## config.mk

```make
export PLATFORM = sky130hd
export DESIGN_NAME = seg_scan_driver
export DESIGN_NICKNAME = d
export VERILOG_FILES = /design/src/rtl/clock_pkg.sv /design/src/rtl/bcd_to_seg.sv /design/src/rtl/seg_scan_driver.sv
export SDC_FILE = /design/constraint.sdc
export NUM_CORES = 1
export LEC_CHECK = 0
export BUFFER_PORTS_ARGS = -buffer_cell sky130_fd_sc_hd__buf_4
export CAP_MARGIN = 20
export CORE_MARGIN = 3
export CORE_UTILIZATION = 55
export DETAILED_ROUTE_END_ITERATION = 6
export PLACE_DENSITY = 0.84
export REMOVE_ABC_BUFFERS = 1
export SETUP_SLACK_MARGIN = 0.15
export SLEW_MARGIN = 0
export SYNTH_ARGS = -nofsm -noshare
export SYNTH_HDL_FRONTEND = slang
export SYNTH_SLANG_ARGS = --single-unit
```

## constraint.sdc

```tcl
create_clock -name clk -period 3.4 [get_ports clk]
set_input_delay 0.34 -clock clk [delete_from_list [all_inputs] [get_ports clk]]
set_output_delay 0.34 -clock clk [all_outputs]
set_load 0.05 [all_outputs]
```

## src/rtl/clock_pkg.sv

```systemverilog
// Shared constants and types for the digital clock display path.
// Segment codes are the active-low {g,f,e,d,c,b,a} patterns; the dp bit is handled separately.
package clock_pkg;

  localparam int NUM_DIGITS = 8;

  localparam logic [6:0] SEG_0     = 7'h40;
  localparam logic [6:0] SEG_1     = 7'h79;
  localparam logic [6:0] SEG_2     = 7'h24;
  localparam logic [6:0] SEG_3     = 7'h30;
  localparam logic [6:0] SEG_4     = 7'h19;
  localparam logic [6:0] SEG_5     = 7'h12;
  localparam logic [6:0] SEG_6     = 7'h02;
  localparam logic [6:0] SEG_7     = 7'h78;
  localparam logic [6:0] SEG_8     = 7'h00;
  localparam logic [6:0] SEG_9     = 7'h10;
  localparam logic [6:0] SEG_DASH  = 7'h3F;
  localparam logic [6:0] SEG_BLANK = 7'h7F;

  typedef struct packed {
    logic [4*NUM_DIGITS-1:0] digits;
    logic [NUM_DIGITS-1:0]   blank;
    logic [NUM_DIGITS-1:0]   dp;
    logic [NUM_DIGITS-1:0]   blink;
  } snap_t;

endpackage

```

## src/rtl/bcd_to_seg.sv

```systemverilog
// Combinational BCD nibble to active-low 7-segment decoder.
// 4'hA shows a dash; 4'hB..4'hF are dark.
module bcd_to_seg
  import clock_pkg::*;
(
  input  logic [3:0] bcd,
  output logic [6:0] seg7
);

  always_comb begin
    seg7 = SEG_BLANK;
    case (bcd)
      4'd0:    seg7 = SEG_0;
      4'd1:    seg7 = SEG_1;
      4'd2:    seg7 = SEG_2;
      4'd3:    seg7 = SEG_3;
      4'd4:    seg7 = SEG_4;
      4'd5:    seg7 = SEG_5;
      4'd6:    seg7 = SEG_6;
      4'd7:    seg7 = SEG_7;
      4'd8:    seg7 = SEG_8;
      4'd9:    seg7 = SEG_9;
      4'hA:    seg7 = SEG_DASH;
      default: seg7 = SEG_BLANK;
    endcase
  end

endmodule

```

## src/rtl/seg_scan_driver.sv

```systemverilog
// Time-multiplexed driver for an 8-digit common-anode 7-segment display with
// ghost blanking, frame-coherent input snapshot and a frame-based blink generator.
module seg_scan_driver
  import clock_pkg::*;
#(
  parameter int SCAN_DIV     = 1000,
  parameter int BLANK_CYC    = 16,
  parameter int BLINK_FRAMES = 60
) (
  input  logic        clk,
  input  logic        rst,
  input  logic [31:0] digits,
  input  logic [7:0]  blank_mask,
  input  logic [7:0]  dp_mask,
  input  logic [7:0]  blink_mask,
  output logic [7:0]  dig,
  output logic [7:0]  seg,
  output logic        frame_start
);

  localparam int SW = $clog2(SCAN_DIV);
  localparam int BW = $clog2(BLINK_FRAMES + 1);

  logic [SW-1:0] slot_cnt;
  logic [2:0]    idx;
  logic [BW-1:0] blink_cnt;
  logic          blink_phase;
  snap_t         snap;

  logic          frame_tick;
  logic          in_blank;
  logic          dark;
  logic [3:0]    nibble;
  logic [6:0]    seg7;

  assign frame_tick = (slot_cnt == '0) && (idx == 3'd0);
  assign in_blank   = slot_cnt < SW'(BLANK_CYC);
  assign nibble     = snap.digits[{idx, 2'b00} +: 4];
  assign dark       = snap.blank[idx] || (snap.blink[idx] && blink_phase);

  bcd_to_seg u_dec (
    .bcd  (nibble),
    .seg7 (seg7)
  );

  always_ff @(posedge clk or posedge rst) begin
    if (rst) begin
      slot_cnt    <= '0;
      idx         <= 3'd0;
      blink_cnt   <= '0;
      blink_phase <= 1'b0;
      snap.digits <= '0;
      snap.blank  <= 8'hFF;
      snap.dp     <= 8'h00;
      snap.blink  <= 8'h00;
      frame_start <= 1'b0;
      dig         <= 8'hFF;
      seg         <= 8'hFF;
    end else begin
      // Counter stage: slot timing and digit index
      if (slot_cnt == SW'(SCAN_DIV - 1)) begin
        slot_cnt <= '0;
        idx      <= idx + 3'd1;
      end else begin
        slot_cnt <= slot_cnt + 1'b1;
      end

      // Snapshot and blink update happen together so a phase change lands on a frame boundary
      frame_start <= frame_tick;
      if (frame_tick) begin
        snap.digits <= digits;
        snap.blank  <= blank_mask;
        snap.dp     <= dp_mask;
        snap.blink  <= blink_mask;
        if (blink_cnt == BW'(BLINK_FRAMES - 1)) begin
          blink_cnt   <= '0;
          blink_phase <= ~blink_phase;
        end else begin
          blink_cnt <= blink_cnt + 1'b1;
        end
      end

      // Output stage: one cycle behind the counter state
      if (in_blank) begin
        dig <= 8'hFF;
        seg <= 8'hFF;
      end else begin
        dig <= ~(8'b1 << idx);
        seg <= dark ? 8'hFF : {~snap.dp[idx], seg7};
      end
    end
  end

endmodule

```

# Word level (Yosys, flattened, before mapping)
# Memories as Yosys holds them, arrays and structs flattened.
# Index checks and enable logic that the tools add are counted.
# W data, S select, Z words.
# totals
regBits,93
word_cells,41
n_memories,1
rom_bits,112
latchBits,0
ramBits,0
# mem_list
memory,words,word_bits,read_ports,rd_ports_with_merged_regs,write_ports,line_no,text
(no name shown),16,7,1,0,0,bcd_to_seg.sv:12,case (bcd)
# op_classes
n_mux,11
n_div,0
n_reduce_logical,6
magnitude_cmp,2
add_sub_neg,3
bitwise_logic,3
eq_ne,2
shifts,2
mul,0
# op_table
operator,count
$shiftx A32 B6 Y4,1
$mux W8,3
$add A10 B1 Y10 const B,1
$eq A10 B10 Y1 const B,1
$logic_not A10 Y1,1
$lt A10 B5 Y1 const B,1
$mux W10,1
$bmux W1 S3,3
$not A8 Y8,1
$shl A1 B3 Y8 const A,1
$add A6 B1 Y6 const B,1
$eq A6 B6 Y1 const B,1
$mux W6,1
$lt A3 B4 Y1 const B,1
$add A3 B1 Y3 const B,1
$logic_not A3 Y1,1
$mux W1,3
$logic_and A1 B1 Y1,2
$not A1 Y1,2
$reduce_and A2 Y1,1
$logic_or A1 B1 Y1,1

# Logic depth before layout (Yosys ltp)
# depth
ltp_word,6
mapped_depth,10
mapped_depth_nobuf,7

# Hierarchy
# From an unflattened synthesis, not the netlist that was laid out.
# hier_totals
cells_unflattened,333
hier_area_um2,4365.4
# modules_own_cells
module,cells_each,seq_area_each_um2,area_per_inst_um2,instances
seg_scan_driver,300,2357.3,4139.0,1
bcd_to_seg,33,0.0,226.5,1

# Least setup slack after synthesis
# No wires, ideal clock.
# synth_timing
kind,flip-flop to flip-flop
from,register idx[0]
to,register snap[10] in the netlist's numbering
required_ns,3.275
synth_period_minus_slack_ns,2.274
t_arrival_ns,2.149
path_stages_with_launch,9
path_slack_ns,1.126
setup_ns,0.125
path_cell_list,dfrtp_1 clkbuf_2 inv_2 ha_1 nor4bb_1 and4_1 buf_2 buf_2 mux2_2
# synth_via
elab_chain_cells,2
# synth_lines
item,line_no,text
"start, declared",seg_scan_driver.sv:25,logic [2:0] idx;
"start signal, assigned",seg_scan_driver.sv:63,idx <= idx + 3'd1;
$logic_not A3 Y1,seg_scan_driver.sv:36,assign frame_tick = (slot_cnt == '0) && (idx == 3'd0);
$logic_and A1 B1 Y1,seg_scan_driver.sv:36,
"end, declared",seg_scan_driver.sv:28,snap_t snap;
# No other way between the ends.
# A chain may end at the register's enable or synchronous reset.

# Worst setup path after layout
# layout_timing
from,register idx[1]
to,register snap[43] in the netlist's numbering
# The elaborated chain is that of the path after synthesis.

==> key figures <==
Outcome
  • Status: finished, final reports clean

Cells and area
  • Post-route cell area: 5100 sq um
  • Post-route non-filler standard cell count: 495
  • Share of cells above drive strength 1: 49.7%
  • Final Util: 69.3%
  • Diode count: 0
  • Syn-to-layout area delta: 20.8%
  • Final #Nets: 463
  • Filler cell count: 546

Worst hold path
  • Hold crit path type: in2reg
  • WHS Endpoint: snap[38]
  • Hold Crit Depth: 2
  • Hold path start: digits[14]

GRT
  • Largest net degree at the start of global routing: 42
  • Global-route wire length before repair: 13600 um
  • Global route total overflow: 0
  • Total GRT Usage: 20.3%
  • Vias in the first global route: 2745
  • Antenna violations before repair: 0

Synth
  • Synth cell types: 43
  • Cell count after synthesis: 313
  • Synth Area in Compound Gates: 4.50%
  • Mapped cell area: 4230 sq um
  • Syn. warnings: 0
  • Most used DFF post-synth: dfrtp_1
  • Synth Area in Simple Gates: 7.34%
  • Avg Inst Size Synth: 13.5 sq um
  • Post-synthesis sequential area ratio: 55.8%
  • Main combinational cell family by area after synthesis: multiplexers
  • Post-synthesis xor/xnor area fraction: 2.49%
  • EDFF count, synth: 0
  • Synth Area in Adders: 4.14%
  • Ys async rst share: 100%
  • Mux cell area share after synthesis: 23.1%
  • Seq cells post-synth: 93

Drt
  • Vias/cell: 5.46
  • Total wire length: 8300 um
  • Drt drc: 0
  • Drt first pass iters: 4
  • DRT iter0 DRCs: 155
  • WL/cell: 16.8 um
  • Vias: 2704
  • Antenna Nets Post-Route: 0

STA
  • FMAX: 395 MHz
  • Setup Skew: 7.66 ps
  • Final hold viol count: 0
  • Worst-margin pin slew: 736 ps
  • Final Critical Period: 2530 ps
  • Setup Viol. Count Final: 0
  • Final worst-path cycle share: 74.5%
  • Worst rel slew slack: 50.3%
  • Max Slew Vio Count: 0
  • RSZ-0062 raised after global routing: no

Power and ir drop
  • P_leak: 2.20 nW
  • Total Power: 0.00209 W
  • Pwr Density: 409 nW/um^2
  • Maximum VDD drop: 227 uV

Flow run
  • Maxcap violations: 0

Die
  • I/O pin total: 75
  • Die ar.: 8770 sq um
  • Die Ht: 93.7 um
  • CORE AREA: 7370 sq um
  • Initial Util: 57.4%
  • Floorplan row count: 31
  • Die Wd: 93.7 um

Clock network
  • TritonCTS clock tree: built
  • Reg clk slew, reported paths: 90 ps
  • Post-CTS Setup Bufs: 0
  • Worst skew pair latency: 350 ps
  • Number of clock sinks: 93
  • Clock tree buffer depth: 2
  • Root buf cell: clkbuf_8
  • Num CTS Buffers: 9
  • Cts hold-fix bufs: 1
  • Post-CTS resize count: 0
  • Max H-tree Level: 3

Placement
  • Hpwl dp: 6190 um
  • Routability Congestion: 0.841
  • Dpl cell area: 4900 sq um
  • I/O Buffers: 74
  • DP Cell Count: 478

Worst setup path
  • R2R Path End: snap[43]
  • CP required: 3640 ps
  • Reg-to-reg critical path startpoint: idx[1]
  • CP Class: reg2reg
  • WP data arrival: 2770 ps
  • Setup crit start kind: flip-flop
  • Worst r2r path cells: 6
  • Worst Path Max Fanout: 19
  • CP Capture Type: flip-flop
  • Worst R2R Setup Slack: 870 ps
## critical path, cell delays in order (launching register included)
cell and delay, ps:
dfrtp_1 520, inv_1 230, ha_1 230, nor4bb_1 300
and4_2 450, buf_4 320, mux2_2 370
## cell type report
type | count | area [sq um] | area share [%]
inverters | 10 | 38.8 | 0.760
clock buffers | 9 | 124 | 2.43
multi-input cells | 195 | 1760 | 34.4
repair buffers | 82 | 631 | 12.4
flip-flops and latches | 93 | 2360 | 46.2
well taps | 99 | 124 | 2.43
clock inverters | 7 | 73.8 | 1.45
## synth_stat cells, drive strengths merged, types with 6 or more instances
cell	count	area share, %
nor2	14	1.2
xor2	7	1.5
ha	14	4.1
mux4	10	5.3
nand2	25	2.3
a21oi	6	0.71
dfstp	24	15
o21ai	11	1.3
dfrtp	69	41
inv	10	0.89
mux2	61	16
buf	10	1.3
nand3	8	0.95
## where the power goes
group	switching, W	internal (W)
Combinational	0.0000870	0.0000966
Sequential	0.0000213	0.00115
Clock	0.000386	0.000344
## metrics by stage
stage	hold slack [ps]	setup WS (ps)	TNS [ps]
6_report	214	866	0
5_1_grt	190	646	0
4_1_cts	202	843	0
3_5_place_dp	310	877	0
3_3_place_gp	305	1010	0
2_1_floorplan	455	-236	-532
## cell families (layout without fill, tap and decap cells)
kind of cell | after synthesis | count (layout)
fa+ha+maj | 14 | 14
mux | 76 | 76
simple gates | 65 | 65
buf+inv | 25 | 108
compound gates | 28 | 28
xor+xnor | 12 | 12
flops | 93 | 93
## routing by layer
layer | vias to the layer above | wire (um) | track usage (%)
met1 | 1356 | 3700 | 28.2
li1 | 1268 | - | -
met4 | 0 | 102 | 6.74
met5 | - | 0 | 0
met3 | 9 | 387 | 4.65
met2 | 71 | 4110 | 31.9
## flip-flops by register name, indices dropped and copies added (netlist names)
signal       flops
snap            56
slot_cnt        10
dig              8
seg              8
blink_cnt        6
idx              3
blink_phase      1
frame_start      1
## how the worst max path moves through the flow
stage	start	to
after floorplan	idx[0]	blink_cnt[5]
after global placement	idx[1]	snap[46]
after detailed placement	idx[1]	snap[43]
after CTS	idx[1]	snap[43]
after global routing	idx[1]	blink_cnt[5]
final	idx[1]	snap[43]
## cells in the final DEF (no fill, tap or decap), types with 2 or more instances in the layout
master / count
buf_4: 80
dfrtp_1: 69
mux2_2: 59
nand2_1: 24
dfstp_2: 24
nor2_1: 14
ha_1: 14
mux4_2: 10
clkbuf_8: 9
inv_1: 8
nand3_1: 8
o21ai_1: 8
xor2_1: 7
a21oi_1: 6
xnor2_1: 5
a211oi_1: 5
mux2i_1: 4
nor3_1: 3
nand4_1: 3
o21ai_0: 3
clkinv_2: 3
nor4_1: 2
mux2_1: 2
inv_6: 2
(Power assumes the default switching activity.)
